$ cat config.mk
export PLATFORM = sky130hd
export DESIGN_NAME = ps2_send
export DESIGN_NICKNAME = d
export VERILOG_FILES = /design/src/rtl/ps2_send_pkg.sv /design/src/rtl/ps2_send_chattering_canceller_50mhz_25us.sv /design/src/rtl/ps2_send.sv
export SDC_FILE = /design/constraint.sdc
export NUM_CORES = 1
export LEC_CHECK = 0
export BUFFER_PORTS_ARGS = -buffer_cell sky130_fd_sc_hd__buf_2
export CELL_PAD_IN_SITES_DETAIL_PLACEMENT = 1
export CELL_PAD_IN_SITES_GLOBAL_PLACEMENT = 1
export CORE_ASPECT_RATIO = 1.25
export CORE_UTILIZATION = 43
export CTS_CLUSTER_DIAMETER = 50
export DETAILED_ROUTE_END_ITERATION = 10
export PLACE_DENSITY_LB_ADDON = 0.12
export SLEW_MARGIN = 10
export SYNTH_ARGS = -nofsm -noshare
export SYNTH_HDL_FRONTEND = slang
export SYNTH_SLANG_ARGS = --single-unit
export TNS_END_PERCENT = 20
$ cat constraint.sdc
create_clock -name iCLOCK -period 2.2 [get_ports iCLOCK]
set_clock_uncertainty 0.15 [all_clocks]
set_input_delay 0.11 -clock iCLOCK [delete_from_list [all_inputs] [get_ports iCLOCK]]
set_output_delay 0.11 -clock iCLOCK [all_outputs]
set_load 0.02 [all_outputs]
$ cat src/rtl/ps2_send_pkg.sv
// Shared PS/2 definitions: host-to-device send FSM states, default cycle
// counts at 50 MHz and the frame parity helper.
package ps2_send_pkg;

    typedef enum logic [2:0] {
        PS2_ST_IDLE      = 3'd0,
        PS2_ST_INHIBIT   = 3'd1,
        PS2_ST_START     = 3'd2,
        PS2_ST_BITS      = 3'd3,
        PS2_ST_WAIT_IDLE = 3'd4,
        PS2_ST_DONE      = 3'd5,
        PS2_ST_ERR       = 3'd6
    } ps2SendState_t;

    // 100 us clock inhibit, 15 ms ACK timeout, 25 us line filter (50 MHz)
    localparam int PS2_INHIBIT_CYCLES = 5000;
    localparam int PS2_TIMEOUT_CYCLES = 750000;
    localparam int PS2_FILTER_CYCLES  = 1250;

    // Edge counter values seen when the 10th / 11th falling edge arrives
    localparam logic [3:0] PS2_EDGE_STOP = 4'd9;
    localparam logic [3:0] PS2_EDGE_ACK  = 4'd10;

    // Odd parity bit for a data byte
    function automatic logic oddParity(input logic [7:0] data);
        return ~^data;
    endfunction

endpackage

$ cat src/rtl/ps2_send_chattering_canceller_50mhz_25us.sv
// Line filter: each bit is synchronised, then only accepted once it has held
// a new level for P_STABLE_CYCLES consecutive clocks. Idle level is high.
module chattering_canceller_50mhz_25us #(
    parameter int P_WIDTH         = 2,
    parameter int P_STABLE_CYCLES = 1250
)(
    input  logic               iCLOCK,
    input  logic               inRESET,
    input  logic [P_WIDTH-1:0] iDATA,
    output logic [P_WIDTH-1:0] oDATA
);
    localparam int CNT_W = $clog2(P_STABLE_CYCLES + 1);
    localparam logic [CNT_W-1:0] CNT_LAST = CNT_W'(P_STABLE_CYCLES - 1);

    logic [P_WIDTH-1:0] sync1_r;
    logic [P_WIDTH-1:0] sync2_r;

    // Two-flop synchroniser for the asynchronous line levels
    always_ff @(posedge iCLOCK or negedge inRESET) begin
        if (!inRESET) begin
            sync1_r <= {P_WIDTH{1'b1}};
            sync2_r <= {P_WIDTH{1'b1}};
        end else begin
            sync1_r <= iDATA;
            sync2_r <= sync1_r;
        end
    end

    genvar i;
    generate
        for (i = 0; i < P_WIDTH; i++) begin : gBit
            logic [CNT_W-1:0] cnt_r;
            logic             level_r;

            // Adopt a new level only after it has been stable long enough
            always_ff @(posedge iCLOCK or negedge inRESET) begin
                if (!inRESET) begin
                    cnt_r   <= CNT_W'(0);
                    level_r <= 1'b1;
                end else if (sync2_r[i] == level_r) begin
                    cnt_r   <= CNT_W'(0);
                end else if (cnt_r == CNT_LAST) begin
                    cnt_r   <= CNT_W'(0);
                    level_r <= sync2_r[i];
                end else begin
                    cnt_r   <= cnt_r + CNT_W'(1);
                end
            end

            assign oDATA[i] = level_r;
        end
    endgenerate

endmodule

$ cat src/rtl/ps2_send.sv
// PS/2 host-to-device byte transmitter. Drives open-drain enables only; the
// enclosing top level turns the enables into 0/Z on the physical lines.
module ps2_send
    import ps2_send_pkg::*;
#(
    parameter int P_INHIBIT_CYCLES = PS2_INHIBIT_CYCLES,
    parameter int P_TIMEOUT_CYCLES = PS2_TIMEOUT_CYCLES,
    parameter int P_FILTER_CYCLES  = PS2_FILTER_CYCLES
)(
    input  logic       iCLOCK,
    input  logic       inRESET,
    input  logic       iPS2MOD_REQ,
    input  logic [7:0] iPS2MOD_DATA,
    output logic       oPS2MOD_BUSY,
    output logic       oPS2MOD_DONE,
    output logic       oPS2MOD_ERR,
    input  logic       iPS2_CLOCK,
    input  logic       iPS2_DATA,
    output logic       oPS2_CLOCK_OE,
    output logic       oPS2_DATA_OE
);
    localparam int INH_W = $clog2(P_INHIBIT_CYCLES + 1);
    localparam int TO_W  = $clog2(P_TIMEOUT_CYCLES + 1);
    localparam logic [INH_W-1:0] INH_LAST   = INH_W'(P_INHIBIT_CYCLES - 1);
    localparam logic [INH_W-1:0] INH_PENULT = INH_W'(P_INHIBIT_CYCLES - 2);
    localparam logic [TO_W-1:0]  TO_LAST    = TO_W'(P_TIMEOUT_CYCLES - 1);

    ps2SendState_t    state_r, state_s;
    logic [INH_W-1:0] inhibitCnt_r, inhibitCnt_s;
    logic [TO_W-1:0]  timeoutCnt_r, timeoutCnt_s;
    logic [3:0]       edgeCnt_r, edgeCnt_s;
    logic [8:0]       frame_r, frame_s;     // {parity, data}, frozen while busy
    logic             clockOe_r, clockOe_s;
    logic             dataOe_r, dataOe_s;
    logic             busy_r, busy_s;
    logic             done_r, done_s;
    logic             err_r, err_s;
    logic             prevClk_r;
    logic             ps2Clk_s, ps2Data_s, fall_s;

    chattering_canceller_50mhz_25us #(
        .P_WIDTH         (2),
        .P_STABLE_CYCLES (P_FILTER_CYCLES)
    ) uFilter (
        .iCLOCK  (iCLOCK),
        .inRESET (inRESET),
        .iDATA   ({iPS2_CLOCK, iPS2_DATA}),
        .oDATA   ({ps2Clk_s, ps2Data_s})
    );

    assign fall_s = prevClk_r & ~ps2Clk_s;

    // Next-state and next-output logic; outputs are registered copies
    always_comb begin
        state_s      = state_r;
        inhibitCnt_s = inhibitCnt_r;
        timeoutCnt_s = timeoutCnt_r;
        edgeCnt_s    = edgeCnt_r;
        frame_s      = frame_r;
        clockOe_s    = 1'b0;
        dataOe_s     = 1'b0;
        busy_s       = 1'b1;
        done_s       = 1'b0;
        err_s        = 1'b0;
        case (state_r)
            PS2_ST_IDLE: begin
                if (iPS2MOD_REQ) begin
                    frame_s      = {oddParity(iPS2MOD_DATA), iPS2MOD_DATA};
                    inhibitCnt_s = INH_W'(0);
                    timeoutCnt_s = TO_W'(0);
                    edgeCnt_s    = 4'd0;
                    state_s      = PS2_ST_INHIBIT;
                    clockOe_s    = 1'b1;
                    dataOe_s     = (INH_LAST == INH_W'(0));
                end else begin
                    busy_s = 1'b0;
                end
            end
            PS2_ST_INHIBIT: begin
                if (inhibitCnt_r == INH_LAST) begin
                    state_s  = PS2_ST_START;
                    dataOe_s = 1'b1;
                end else begin
                    inhibitCnt_s = inhibitCnt_r + INH_W'(1);
                    clockOe_s    = 1'b1;
                    // data goes low in the final inhibit cycle
                    dataOe_s     = (inhibitCnt_r == INH_PENULT);
                end
            end
            PS2_ST_START: begin
                timeoutCnt_s = timeoutCnt_r + TO_W'(1);
                dataOe_s     = 1'b1;
                state_s      = PS2_ST_BITS;
            end
            PS2_ST_BITS: begin
                timeoutCnt_s = timeoutCnt_r + TO_W'(1);
                dataOe_s     = dataOe_r;
                if (timeoutCnt_r == TO_LAST) begin
                    state_s  = PS2_ST_ERR;
                    err_s    = 1'b1;
                    dataOe_s = 1'b0;
                end else if (fall_s) begin
                    edgeCnt_s = edgeCnt_r + 4'd1;
                    if (edgeCnt_r < PS2_EDGE_STOP) begin
                        // edges 1..9: data LSB first, then parity
                        dataOe_s = ~frame_r[edgeCnt_r];
                    end else if (edgeCnt_r == PS2_EDGE_STOP) begin
                        dataOe_s = 1'b0;
                    end else if (edgeCnt_r == PS2_EDGE_ACK) begin
                        dataOe_s = 1'b0;
                        if (ps2Data_s) begin
                            state_s = PS2_ST_ERR;
                            err_s   = 1'b1;
                        end else begin
                            state_s = PS2_ST_WAIT_IDLE;
                        end
                    end else begin
                        edgeCnt_s = edgeCnt_r;
                        state_s   = PS2_ST_ERR;
                        err_s     = 1'b1;
                        dataOe_s  = 1'b0;
                    end
                end else begin
                    edgeCnt_s = edgeCnt_r;
                end
            end
            PS2_ST_WAIT_IDLE: begin
                timeoutCnt_s = timeoutCnt_r + TO_W'(1);
                if (timeoutCnt_r == TO_LAST) begin
                    state_s = PS2_ST_ERR;
                    err_s   = 1'b1;
                end else if (ps2Clk_s && ps2Data_s) begin
                    state_s = PS2_ST_DONE;
                    done_s  = 1'b1;
                end else begin
                    state_s = PS2_ST_WAIT_IDLE;
                end
            end
            PS2_ST_DONE, PS2_ST_ERR: begin
                state_s = PS2_ST_IDLE;
                busy_s  = 1'b0;
            end
            default: begin
                state_s = PS2_ST_IDLE;
                busy_s  = 1'b0;
            end
        endcase
    end

    // State, counters, frame and output registers
    always_ff @(posedge iCLOCK or negedge inRESET) begin
        if (!inRESET) begin
            state_r      <= PS2_ST_IDLE;
            inhibitCnt_r <= INH_W'(0);
            timeoutCnt_r <= TO_W'(0);
            edgeCnt_r    <= 4'd0;
            frame_r      <= 9'd0;
            clockOe_r    <= 1'b0;
            dataOe_r     <= 1'b0;
            busy_r       <= 1'b0;
            done_r       <= 1'b0;
            err_r        <= 1'b0;
            prevClk_r    <= 1'b1;
        end else begin
            state_r      <= state_s;
            inhibitCnt_r <= inhibitCnt_s;
            timeoutCnt_r <= timeoutCnt_s;
            edgeCnt_r    <= edgeCnt_s;
            frame_r      <= frame_s;
            clockOe_r    <= clockOe_s;
            dataOe_r     <= dataOe_s;
            busy_r       <= busy_s;
            done_r       <= done_s;
            err_r        <= err_s;
            prevClk_r    <= ps2Clk_s;
        end
    end

    assign oPS2_CLOCK_OE = clockOe_r;
    assign oPS2_DATA_OE  = dataOe_r;
    assign oPS2MOD_BUSY  = busy_r;
    assign oPS2MOD_DONE  = done_r;
    assign oPS2MOD_ERR   = err_r;

endmodule

# Word level (Yosys, flattened, before mapping)
# Cells that the tools add are included.
word_totals:
  ff_bits: 83
  latch_bits: 0
  ram_bits: 0
  rom_bits: 0
  inputBits: 13
  word_cells: 115
  n_memories: 0
op_classes:
  add_sub_neg: 5
  mul: 0
  div: 0
  magnitude_cmp: 2
  eq_ne: 22
  shifts: 0
  n_mux: 49
  bitwise_logic: 5
  n_reduce_logical: 15
ops:
  columns: ["op", "n"]
  rows:
  - ["2-to-1 mux 11 bit", 4]
  - ["one-hot mux 20 bit (2 select lines)", 1]
  - ["== test 13 bit, second input constant", 2]
  - ["2-to-1 mux 13 bit", 2]
  - ["one-hot mux 13 bit (2 select lines)", 1]
  - ["2-to-1 mux 4 bit", 6]
  - ["adder 11 x 1 -> 11 bit, second input constant", 2]
  - ["== test 11 bit, second input constant", 2]
  - ["2-to-1 mux 3 bit", 7]
  - ["adder 20 x 1 -> 20 bit, second input constant", 1]
  - ["== test 20 bit, second input constant", 1]
  - ["2-to-1 mux 20 bit", 1]
  - ["2-to-1 mux 1 bit", 18]
  - ["one-hot mux 3 bit (5 select lines)", 1]
  - ["adder 13 x 1 -> 13 bit, second input constant", 1]
  - ["!= test 2 bit, second input constant", 5]
  - ["AND reduction 5 bit", 2]
  - ["!= test 3 bit, second input constant", 3]
  - ["== test 4 bit, second input constant", 2]
  - ["one-hot mux 4 bit (2 select lines)", 1]
  - ["AND reduction 2 bit", 4]
  - ["XNOR reduction 8 bit", 1]
  - ["== test 3 x 2 -> 1 bit, second input constant", 2]
  - ["one-hot mux 1 bit (2 select lines)", 3]
  - ["other kinds (18)", 25]

# Longest topological paths before layout
depth:
  ltp_word: 7
  depth_mapped: 8

# Modules after synthesis
# Synthesis repeated with hierarchy kept, for this count alone.
unflattened:
  hier_cells: 442
  hier_area_um2: 4321.6
by_module_without_submodules:
  columns: ["mod", "n_inst", "cells_each", "area_per_inst_um2", "seq_area_each_um2"]
  rows:
  - ["ps2_send", 1, 320, 2971.6, 1377.6]
  - ["chattering_canceller_50mhz_25us", 1, 122, 1350.0, 708.2]

# Worst setup path after synthesis
# No wires, ideal clock.
synth_timing:
  path_type: "reg-to-reg"
  from: "register timeoutCnt_r[0]"
  to: "register state_r[0]"
  setup_time_ns: 0.138
  arrival_ns: 1.825
  required_time_ns: 1.912
  path_slack_ns: 0.086
  stages_incl_launch_ff: 7
  path_buffers: 0
  cell_sequence: "dfrtp_1 > ha_1 > nand4_1 > or3_1 > o21bai_1 > nor2_1 > or4_1"
synth_via:
  elab_chain_cells: 3
synth_lines:
  columns: ["element", "line_no", "rtl"]
  rows:
  - ["from (decl)", "ps2_send.sv:30", "logic [TO_W-1:0] timeoutCnt_r, timeoutCnt_s;"]
  - ["from (signal assigned)", "ps2_send.sv:167", "timeoutCnt_r <= timeoutCnt_s;"]
  - ["== test 20 bit (*)", "ps2_send.sv:98, ps2_send.sv:129", null]
  - ["!= test 3 bit (no source line) (tied with other cells)", null, null]
  - ["AND reduction 5 bit (no source line) or one-hot mux 3 bit (5 select lines) (tied branches)", null, null]
  - ["to (signal assigned)", "ps2_send.sv:165", "state_r <= state_s;"]
  - ["to (decl)", "ps2_send.sv:28", "ps2SendState_t state_r, state_s;"]
# Every way passes the cells marked *; elsewhere a longest branch is shown, timed or not.
# A chain may end at the register's enable or synchronous reset.

# Worst setup path after layout
layout_timing:
  from: "register timeoutCnt_r[1]"
  to: "register state_r[0]"
# Same word-level chain as after synthesis.

==> impl_metrics.tcl <==
set metrics [dict create \
    period_needed_ns 2.13 \
    clock_path_buffers 2 \
    syn_avg_cell_area_sq_um 9.46 \
    arrival_ns 2.20 \
    crit_end "state_r[0]" \
    totalPowerFinal_uw 4270 \
    r2r-start "timeoutCnt_r[1]" \
    ys_seq_area_frac 0.486 \
    port_buffers 17 \
    final_hold_viol_count 0 \
    area_growth_pct 22.4 \
    fin_util 0.544 \
    pre_cts_ws_ns 0.0409 \
    antenna_cells 0 \
    finalCritPeriodShare 0.970 \
    ir_drop_v 0.000383 \
    ff2ff_setup_slack_ns 0.07 \
    worst_slew_pin_slew_ns 0.503 \
    fin_tns_setup_ns 0 \
    setup_slack_ns 0.0650 \
    coreArea_sq_mm 0.00966 \
    drt-total-wl_um 10800 \
    syn_inst 454 \
    synth_cell_types 51 \
    hold_class "input port to flip-flop" \
    grt_max_degree 37 \
    syn-num-nets 478 \
    clk_latency_ns 0.35 \
    firstDrtPassIters 4 \
    seq_power_share 0.441 \
    slowest_stage "or4_1" \
    crit_buf_inv 1 \
    grt_pass1_wl_um 18100 \
    dieHeight_um 114 \
    clock-root-buffer "clkbuf_16" \
    status "finished clean" \
    path_cells "ha_2 -> nand4_1 -> buf_4 -> nor4_4 -> nor3_2 -> or4_1" \
    ys_ff_latch 83 \
    ys_top_cells_by_area "dfrtp_1 (44%), nand2_1 (5.9%), nor2_1 (4.9%)" \
    ys_async_sr_fraction 1.00 \
    power_density_mw_per_mm2 813 \
    setup.worst_path.start "timeoutCnt_r[1]" \
    yosys.area.top_type "dfrtp_1" \
    place_congestion 0.804 \
    rows 40 \
    drv_slew 0 \
    synth_warnings 0 \
    comb_power_share 0.196 \
    fmax_ghz 0.468 \
    htree_levels 3 \
    rsz0062_at_grt "yes" \
    cp.depth 6 \
    maxCapViolations 0 \
    cp-end-kind "flip-flop" \
    p_clk_frac 0.364 \
    leakagePower_uw 0.00238 \
    synth_ff_type "dfrtp_1" \
    track_usage 0.225 \
    start_util 0.444 \
    final_cells 651 \
    rr_worst_depth 6 \
    drt_iter0_markers 110 \
    nets 544 \
    antenna_left 0 \
    synth_top_area_frac 0.443 \
    syn-cell-area_sq_mm 0.00429 \
    worstSetupPathType "flip-flop to flip-flop" \
    clkTransAtPathRegs_ns 0.06 \
    antenna_found_initial 0 \
    drive_gt1_frac 0.200 \
    cts_buffers 9 \
    maxSlewHeadroom 0.665 \
    grt_pass1_vias 3762 \
    dieArea_sq_mm 0.0104 \
    critPathMaxFanout 4 \
    cts_tree "built" \
    grt_overflow_total 0 \
    ios 18 \
    intPower_uw 3010 \
    worstReg2RegEnd "state_r[0]" \
    cts.sinks 83 \
    routed_via_density 5.35 \
    dp_hpwl_um 7750 \
    worstPathRequired_ns 2.26 \
    fp.dieW_um 91.4 \
    p_sw_uw 1260 \
    p_sw_frac 0.296 \
    synth_edf_count 0 \
    cp-start-kind "flip-flop" \
    hold_start "iPS2MOD_REQ" \
    setup-violations-final 0 \
    drc_errors 0 \
    dp.cells 621 \
    crit_path_max_incr_delay_ns 0.53 \
    critPathTopFamily "simple AND/OR/NAND/NOR gates" \
    wl_per_cell_um 16.6 \
    via_count 3483 \
]
power groups by stage:
stage          Combinational (uW)  Sequential (uW)  Clock (uW)
5_1_grt                       948             1910        1640
2_1_floorplan                 495             1890           0
3_5_place_dp                  804             1910           0
3_3_place_gp                  767             1890           0
6_report                      837             1880        1550
4_1_cts                       825             1880        1580
worst min-delay path, stage by stage:
cell    delay [ns]
buf_2         0.15
nor2_1        0.05
nor3_1        0.10
or4_1         0.13
registers in the layout, indices dropped and copies added (netlist names):
| name | flops |
|---|---|
| timeoutCnt_r | 20 |
| oPS2MOD_DONE | 1 |
| oPS2MOD_BUSY | 1 |
| oPS2MOD_ERR | 1 |
| frame_r | 9 |
| edgeCnt_r | 4 |
| uFilter.sync2_r | 2 |
| state_r | 3 |
| uFilter.gBit.level_r | 2 |
| inhibitCnt_r | 13 |
| uFilter.sync1_r | 2 |
| uFilter.gBit.cnt_r | 22 |
| oPS2_DATA_OE | 1 |
| oPS2_CLOCK_OE | 1 |
| prevClk_r | 1 |
layout make-up:
| cell class | instances | area (sq um) |
|---|---|---|
| Clock buffer | 9 | 225 |
| Timing Repair Buffer | 71 | 533 |
| Sequential cell | 83 | 2090 |
| Clock inverter | 7 | 77.6 |
| Tap cell | 126 | 158 |
| Inverter | 10 | 37.5 |
| Multi-Input combinational cell | 345 | 2140 |
| Fill cell | 1118 | 4400 |
Yosys cell counts, drive strengths merged (9+ instances only):
cell type	number
a21oi	16
and2	9
and3	11
clkbuf	12
dfrtp	76
ha	11
inv	10
nand2	68
nand3	20
nand4	17
nor2	56
nor3	16
o21ai	21
or3	11
xnor2	15
xor2	24
cell families after synthesis:
| group | share of synthesized area |
|---|---|
| adders and majority gates | 0.0321 |
| xor gates and xnor gates | 0.0796 |
| muxes | 0.0350 |
| DFF | 0.486 |
| buffers and inverters | 0.0251 |
| AOI/OAI and AO/OA | 0.0726 |
| and+or+nand+nor | 0.270 |
timing repair:
| action | 4_1_cts | 5_1_grt |
|---|---|---|
| endpoints found under the setup margin | 0 | 9 |
| hold buffers | 11 | 0 |
| buffers inserted | 0 | 3 |
| gates resized for setup | 0 | 8 |
| hold endpoints to repair | 71 | 0 |
stage by stage:
step / cell area, sq um / hold slack [ns]
after floorplan: 4290 / -0.336
after global placement: 4780 / -0.0448
after detailed placement: 4780 / -0.0375
after CTS: 5190 / 0.0927
after global routing: 5260 / 0.148
final: 5260 / 0.0900
how the worst min path moves through the flow:
| stage | cells after the start | end |
|---|---|---|
| finish | 4 | state_r[0] |
| global route | 4 | state_r[0] |
| CTS | 4 | state_r[0] |
| detailed placement | 1 | timeoutCnt_r[14] |
| global placement | 1 | timeoutCnt_r[14] |
| floorplan | 0 | edgeCnt_r[0] |
layout by cell type (no fill, tap or decap), types with 15 or more instances in the layout:
| cell type | Yosys | layout |
|---|---|---|
| xnor2_1 | 15 | 15 |
| nor2_1 | 56 | 56 |
| dfrtp_1 | 76 | 76 |
| nor3_1 | 16 | 15 |
| nand3_1 | 20 | 20 |
| o21ai_0 | 19 | 19 |
| nand2_1 | 68 | 68 |
| xor2_1 | 24 | 24 |
| a21oi_1 | 16 | 15 |
| nand4_1 | 16 | 16 |
| buf_2 | 2 | 16 |
| buf_4 | 0 | 43 |
per-layer routing:
layer / vias to the layer above / routed length [um] / global-route usage
met5: - / 0 / 0
met1: 1756 / 4630 / 0.258
met4: 0 / 177 / 0.0815
met2: 25 / 5820 / 0.422
li1: 1691 / - / -
met3: 11 / 157 / 0.0340
No activity file was read; power rests on OpenSTA's default activity.
